<file path="config.mk">
export PLATFORM = sky130hd
export DESIGN_NAME = tty_printer_iot_flat
export DESIGN_NICKNAME = d
export VERILOG_FILES = /design/src/rtl/tty_printer_iot_pkg.sv /design/src/rtl/tty_printer_iot_if.sv /design/src/rtl/uart_tx_shifter.sv /design/src/rtl/tty_printer_iot.sv /design/src/flat_wrapper.sv
export SDC_FILE = /design/constraint.sdc
export NUM_CORES = 1
export LEC_CHECK = 0
export CAP_MARGIN = 20
export CORE_UTILIZATION = 40
export CTS_CLUSTER_DIAMETER = 80
export DETAILED_ROUTE_END_ITERATION = 10
export SYNTH_ARGS = -nofsm -noshare
export SYNTH_HDL_FRONTEND = slang
export SYNTH_SLANG_ARGS = --single-unit
</file>
<file path="constraint.sdc">
create_clock -name CLK -period 4.45 [get_ports CLK]
set_input_delay 0.89 -clock CLK [delete_from_list [all_inputs] [get_ports CLK]]
set_output_delay 0.89 -clock CLK [all_outputs]
set_load 0.005 [all_outputs]
</file>
<file path="src/rtl/tty_printer_iot_pkg.sv">
// Shared definitions for the console printer IOT responder (device 04).
// Function-bit positions in IR, transmitter states and default bit timing.
package tty_pkg;

  localparam int FN_SKIP = 0;
  localparam int FN_CLR  = 1;
  localparam int FN_LOAD = 2;

  localparam int DEFAULT_CLKS_PER_BIT = 434;

  typedef enum logic [1:0] {
    IDLE,
    START,
    DATA,
    STOP
  } txState_t;

endpackage

</file>
<file path="src/rtl/tty_printer_iot_if.sv">
// CPU-side IOT bus for the printer: select, instruction bits and AC in,
// status and serial line out. The CPU drives the master side, the printer is the slave.
interface tty_printer_iot_if;

  logic        IOT604x;
  logic [2:0]  IR;
  logic [11:0] AC;
  logic        SKIP;
  logic        IRQ;
  logic        FLAG;
  logic        BUSY;
  logic        TXD;

  modport master (
    output IOT604x, IR, AC,
    input  SKIP, IRQ, FLAG, BUSY, TXD
  );

  modport slave (
    input  IOT604x, IR, AC,
    output SKIP, IRQ, FLAG, BUSY, TXD
  );

endinterface

</file>
<file path="src/rtl/uart_tx_shifter.sv">
// Asynchronous serial transmitter: start bit, 8 data bits LSB first, 1 or 2 stop bits.
// o_done is high during the cycle whose closing edge ends the last stop bit.
module uart_tx_shifter
  import tty_pkg::*;
#(
  parameter int CLKS_PER_BIT = DEFAULT_CLKS_PER_BIT,
  parameter int STOP_BITS    = 1
) (
  input  logic       i_clk,
  input  logic       i_reset,
  input  logic       i_start,
  input  logic [7:0] i_data,
  output logic       o_txd,
  output logic       o_busy,
  output logic       o_done
);

  localparam int BAUD_W = (CLKS_PER_BIT > 2) ? $clog2(CLKS_PER_BIT) : 1;
  localparam logic [BAUD_W-1:0] BAUD_LAST = BAUD_W'(CLKS_PER_BIT - 1);
  localparam logic STOP_LAST = 1'(STOP_BITS - 1);

  txState_t          r_state;
  logic [BAUD_W-1:0] r_baud;
  logic [2:0]        r_bitIdx;
  logic              r_stopCnt;
  logic [7:0]        r_shift;
  logic              r_txd;
  logic              r_busy;
  logic              w_bitEnd;

  assign w_bitEnd = (r_baud == BAUD_LAST);
  assign o_done   = (r_state == STOP) && w_bitEnd && (r_stopCnt == STOP_LAST);
  assign o_txd    = r_txd;
  assign o_busy   = r_busy;

  always_ff @(posedge i_clk) begin
    if (i_reset) begin
      r_state   <= IDLE;
      r_baud    <= '0;
      r_bitIdx  <= '0;
      r_stopCnt <= 1'b0;
      r_shift   <= '0;
      r_txd     <= 1'b1;
      r_busy    <= 1'b0;
    end else begin
      if (r_state != IDLE) begin
        r_baud <= w_bitEnd ? '0 : r_baud + 1'b1;
      end
      case (r_state)
        IDLE: begin
          if (i_start) begin
            r_shift <= i_data;
            r_baud  <= '0;
            r_txd   <= 1'b0;
            r_busy  <= 1'b1;
            r_state <= START;
          end
        end
        START: begin
          if (w_bitEnd) begin
            r_txd    <= r_shift[0];
            r_bitIdx <= '0;
            r_state  <= DATA;
          end
        end
        DATA: begin
          // Bit 0 is already on the line when DATA is entered; shift on each bit end.
          if (w_bitEnd) begin
            if (r_bitIdx == 3'd7) begin
              r_txd     <= 1'b1;
              r_stopCnt <= 1'b0;
              r_state   <= STOP;
            end else begin
              r_bitIdx <= r_bitIdx + 3'd1;
              r_txd    <= r_shift[1];
              r_shift  <= {1'b0, r_shift[7:1]};
            end
          end
        end
        STOP: begin
          if (w_bitEnd) begin
            if (r_stopCnt == STOP_LAST) begin
              r_busy  <= 1'b0;
              r_state <= IDLE;
            end else begin
              r_stopCnt <= 1'b1;
            end
          end
        end
        default: r_state <= IDLE;
      endcase
    end
  end

endmodule

</file>
<file path="src/rtl/tty_printer_iot.sv">
// IOT responder for printer device 04 (604x): strobe detection, printer flag,
// skip and interrupt request, and load gating into the serial transmitter.
module tty_printer_iot
  import tty_pkg::*;
#(
  parameter int CLKS_PER_BIT = DEFAULT_CLKS_PER_BIT,
  parameter int STOP_BITS    = 1
) (
  input logic               CLK,
  input logic               RESET,
  tty_printer_iot_if.slave  bus
);

  logic r_selPrev;
  logic r_flag;
  logic r_skip;
  logic w_stb;
  logic w_load;
  logic w_txd;
  logic w_busy;
  logic w_done;
  logic w_unusedAc;

  assign w_unusedAc = ^bus.AC[11:8];

  // One strobe per IOT regardless of how long the select is held.
  assign w_stb  = bus.IOT604x & ~r_selPrev;
  assign w_load = w_stb & bus.IR[FN_LOAD] & ~w_busy;

  uart_tx_shifter #(
    .CLKS_PER_BIT (CLKS_PER_BIT),
    .STOP_BITS    (STOP_BITS)
  ) u_shifter (
    .i_clk   (CLK),
    .i_reset (RESET),
    .i_start (w_load),
    .i_data  (bus.AC[7:0]),
    .o_txd   (w_txd),
    .o_busy  (w_busy),
    .o_done  (w_done)
  );

  always_ff @(posedge CLK) begin
    if (RESET) begin
      r_selPrev <= 1'b0;
      r_flag    <= 1'b0;
      r_skip    <= 1'b0;
    end else begin
      r_selPrev <= bus.IOT604x;
      // Frame completion beats a simultaneous IOT clear.
      if (w_done) begin
        r_flag <= 1'b1;
      end else if (w_stb && bus.IR[FN_CLR]) begin
        r_flag <= 1'b0;
      end else if (w_stb && (bus.IR == 3'b000)) begin
        r_flag <= 1'b1;
      end
      if (!bus.IOT604x) begin
        r_skip <= 1'b0;
      end else if (w_stb) begin
        r_skip <= bus.IR[FN_SKIP] & r_flag;
      end
    end
  end

  assign bus.SKIP = r_skip;
  assign bus.FLAG = r_flag;
  assign bus.IRQ  = r_flag;
  assign bus.BUSY = w_busy;
  assign bus.TXD  = w_txd;

endmodule

</file>
<file path="src/flat_wrapper.sv">
// flat-port wrapper written by rule: the top's interface ports become plain ports
module tty_printer_iot_flat import tty_pkg::*;
#(
  parameter int CLKS_PER_BIT = DEFAULT_CLKS_PER_BIT,
  parameter int STOP_BITS    = 1
)
  (CLK, RESET, bus_IOT604x, bus_IR, bus_AC, bus_SKIP, bus_IRQ, bus_FLAG, bus_BUSY, bus_TXD);
  tty_printer_iot_if bus_i ();
  input logic CLK;
  input logic RESET;
  input wire logic [$bits(bus_i.IOT604x)-1:0] bus_IOT604x;
  input wire logic [$bits(bus_i.IR)-1:0] bus_IR;
  input wire logic [$bits(bus_i.AC)-1:0] bus_AC;
  output wire logic [$bits(bus_i.SKIP)-1:0] bus_SKIP;
  output wire logic [$bits(bus_i.IRQ)-1:0] bus_IRQ;
  output wire logic [$bits(bus_i.FLAG)-1:0] bus_FLAG;
  output wire logic [$bits(bus_i.BUSY)-1:0] bus_BUSY;
  output wire logic [$bits(bus_i.TXD)-1:0] bus_TXD;
  assign bus_i.IOT604x = bus_IOT604x;
  assign bus_i.IR = bus_IR;
  assign bus_i.AC = bus_AC;
  assign bus_SKIP = bus_i.SKIP;
  assign bus_IRQ = bus_i.IRQ;
  assign bus_FLAG = bus_i.FLAG;
  assign bus_BUSY = bus_i.BUSY;
  assign bus_TXD = bus_i.TXD;
  tty_printer_iot #(.CLKS_PER_BIT(CLKS_PER_BIT), .STOP_BITS(STOP_BITS)) u_core (.CLK(CLK), .RESET(RESET), .bus(bus_i));
endmodule
</file>
==> key figures <==
Run status
  • Status: finished, final reports clean

Synth
  • Ys Warns: 0
  • FFs w/ async S/R, synth: 0%
  • Post-synth net total: 211
  • Seq cells post-synth: 27
  • Post-synthesis sequential area ratio: 34.1%
  • Synthesized area: 0.00159 mm2
  • Synth unique cells: 46
  • Primary FF master, synth: dfxtp_1
  • Syn_area_per_cell: 8.57 um2
  • Mapped Cells: 185
  • Number of flops mapped to enable cells by yosys: 0

GRT
  • GRT Util Overall: 18.5%
  • Met3 Use GR: 4.40%
  • Global Route met2 Usage: 30.1%
  • First-pass GRT wire length: 6120 um
  • GR Util met1: 24.2%
  • Number of global-route vias before repair: 1,349
  • GRT overflow: 0
  • Antenna violations before repair: 0
  • Largest net degree at the start of global routing: 22
  • GRT Max-Usage Layer: met2

Critical path
  • Req. time, crit path: 4.58 ns
  • CP arrival: 2.62 ns
  • Startpoint Class: primary input
  • Setup Crit Path Kind: in -> reg
  • Critical-path maximum fanout: 9
  • CP Capture Type: register

Timing
  • Final period util: 55.9%
  • Slew Viols, Final: 0
  • Final min period: 2.49 ns
  • TNS Setup: 0 ns
  • FMAX: 402 MHz
  • Final hold vios: 0
  • Relative slew slack: 57.0%
  • Worst slew pin tran: 0.643 ns
  • Unrepaired setup endpoints after global routing: false
  • Setup violators final: 0
  • Skew final: 0.00637 ns

Power and ir drop
  • Power per cell area: 395 mW/mm2
  • Leakage power: 0.642 nW
  • Worst VDD drop: 329 uV

Detailed routing
  • Via count: 1,398
  • WL final: 3410 um
  • Initial DRC count: 82
  • Drt pass-1 iters: 4
  • DR vias/cell: 5.66
  • WL/cell: 13.8 um
  • DRC Markers: 0
  • Post-route ant nets: 0

Clock tree
  • Root Driver: clkbuf_8
  • Cts repair resizes: 0
  • Worst-Skew Late Latency: 0.27 ns
  • CTS tree: yes
  • Setup repair bufs after CTS: 0
  • Clk sinks: 27
  • Post-CTS Hold Fix Bufs: 0
  • Htree depth: 1
  • Clock buffer depth: 2
  • TritonCTS buffer count: 3
  • Clk slew on worst S/H paths: 0.09 ns

Final layout
  • Share of cells above drive strength 1: 11.1%
  • Area delta synth->final: 15.2%
  • Most common cell after layout, fill and taps aside: dfxtp_1
  • Commonest cells after routing, fill and taps aside: dfxtp_1, nor2_1, a21oi_1
  • Final Util: 48.8%
  • Antenna diode count: 0
  • Layout Nets: 226

Floorplan
  • Initial Utilization: 42.3%
  • Num rows: 22
  • Core Region: 0.00374 mm2
  • Die area: 0.00422 mm2
  • Die Ht: 65.0 um
  • DIE WIDTH: 65.0 um
  • Boundary Pins: 23

Worst hold path
  • Worst hold path class: reg -> reg

Place
  • Routability cong.: 0.773
  • I/O Buffers: 18
  • DP Wirelength: 2510 um

Run
  • # Max-Cap Violations: 0
-- per-stage QoR --
step | hold slack [ns] | std cells | total power (W) | cell area [um2] | setup WS (ns)
2_1_floorplan | 0.445 | 185 | 0.000520 | 1590 | 2.47
3_3_place_gp | 0.465 | 243 | 0.000576 | 1780 | 1.75
3_5_place_dp | 0.475 | 243 | 0.000586 | 1780 | 1.70
4_1_cts | 0.497 | 247 | 0.000730 | 1830 | 2.01
5_1_grt | 0.533 | 247 | 0.000779 | 1830 | 1.89
6_report | 0.493 | 247 | 0.000721 | 1830 | 1.96
-- cells by family after synthesis --
group,synth area share [%]
AO/OA/AOI/OAI,25.9
XOR/XNOR,1.11
adder cells (fa/ha/maj),6.31
buffers and inverters,5.21
flip-flops,34.1
multiplexers,4.18
AND/OR/NAND/NOR,23.2
-- cells in the mapped netlist (2+ instances only) --
cell / number / area (um2)
mux2i_1: 4 / 40.0
nor3_1: 3 / 15.0
buf_2: 3 / 15.0
xnor2_1: 2 / 17.5
a21oi_1: 19 / 95.1
nand2b_1: 2 / 12.5
nor3_2: 2 / 20.0
inv_1: 8 / 30.0
a2111oi_2: 6 / 90.1
clkbuf_1: 3 / 11.3
dfxtp_1: 27 / 541
nor2_1: 22 / 82.6
nor2b_1: 5 / 31.3
ha_1: 8 / 100
a31oi_1: 6 / 37.5
nand2_1: 17 / 63.8
a32oi_1: 3 / 26.3
o21ai_0: 15 / 75.1
buf_4: 2 / 15.0
nand3_1: 2 / 10.0
-- worst paths after layout --
path | slack [ns] | cells after the start | start | to
worst min-delay path | 0.49 | 2 | u_core.u_shifter.r_bitIdx[0] | u_core.u_shifter.r_bitIdx[0]
worst max-delay path | 1.96 | 5 | bus_IR[2] | u_core.u_shifter.r_shift[0]
worst max register to register | 2.30 | 5 | u_core.u_shifter.r_state[1] | u_core.u_shifter.r_baud[6]
worst min register to register | 0.49 | 2 | u_core.u_shifter.r_bitIdx[0] | u_core.u_shifter.r_bitIdx[0]
-- area by class of cell --
cell class	instances	area (um2)
Clock inverter	1	5.00
Fill cell	368	1920
Clock buffer	3	41.3
Inverter	8	30.0
Sequential cell	27	541
Timing Repair Buffer	19	188
Tap cell	48	60.1
Multi-Input combinational cell	141	962
-- critical path, stage by stage --
cell and delay (ns):
clkdlybuf4s50_1 0.51, nor4bb_4 0.48, nor2b_1 0.26, o41ai_1 0.39
a311oi_1 0.08
-- sequential cells by signal, summed over array words and instances, names as in the netlist --
name	cells
u_core.u_shifter.r_shift	8
u_core.u_shifter.o_busy	1
u_core.u_shifter.o_txd	1
u_core.bus.FLAG	1
u_core.bus.SKIP	1
u_core.u_shifter.r_baud	9
u_core.u_shifter.r_state	2
u_core.u_shifter.r_bitIdx	3
u_core.r_selPrev	1
-- layer usage --
| layer | wire [um] | vias up |
|---|---|---|
| met2 | 1580 | 34 |
| met3 | 126 | 4 |
| li1 | - | 705 |
| met5 | 0 | - |
| met4 | 44 | 0 |
| met1 | 1670 | 655 |
-- power by group --
| part | switching, W | total (W) | leakage (nW) | internal, W |
|---|---|---|---|---|
| Combinational | 0.000155 | 0.000273 | 0.397 | 0.000118 |
| Clock | 0.0000762 | 0.000139 | 0.0255 | 0.0000628 |
| Sequential | 0.0000341 | 0.000309 | 0.220 | 0.000275 |
No activity file was read; power rests on OpenSTA's default activity.
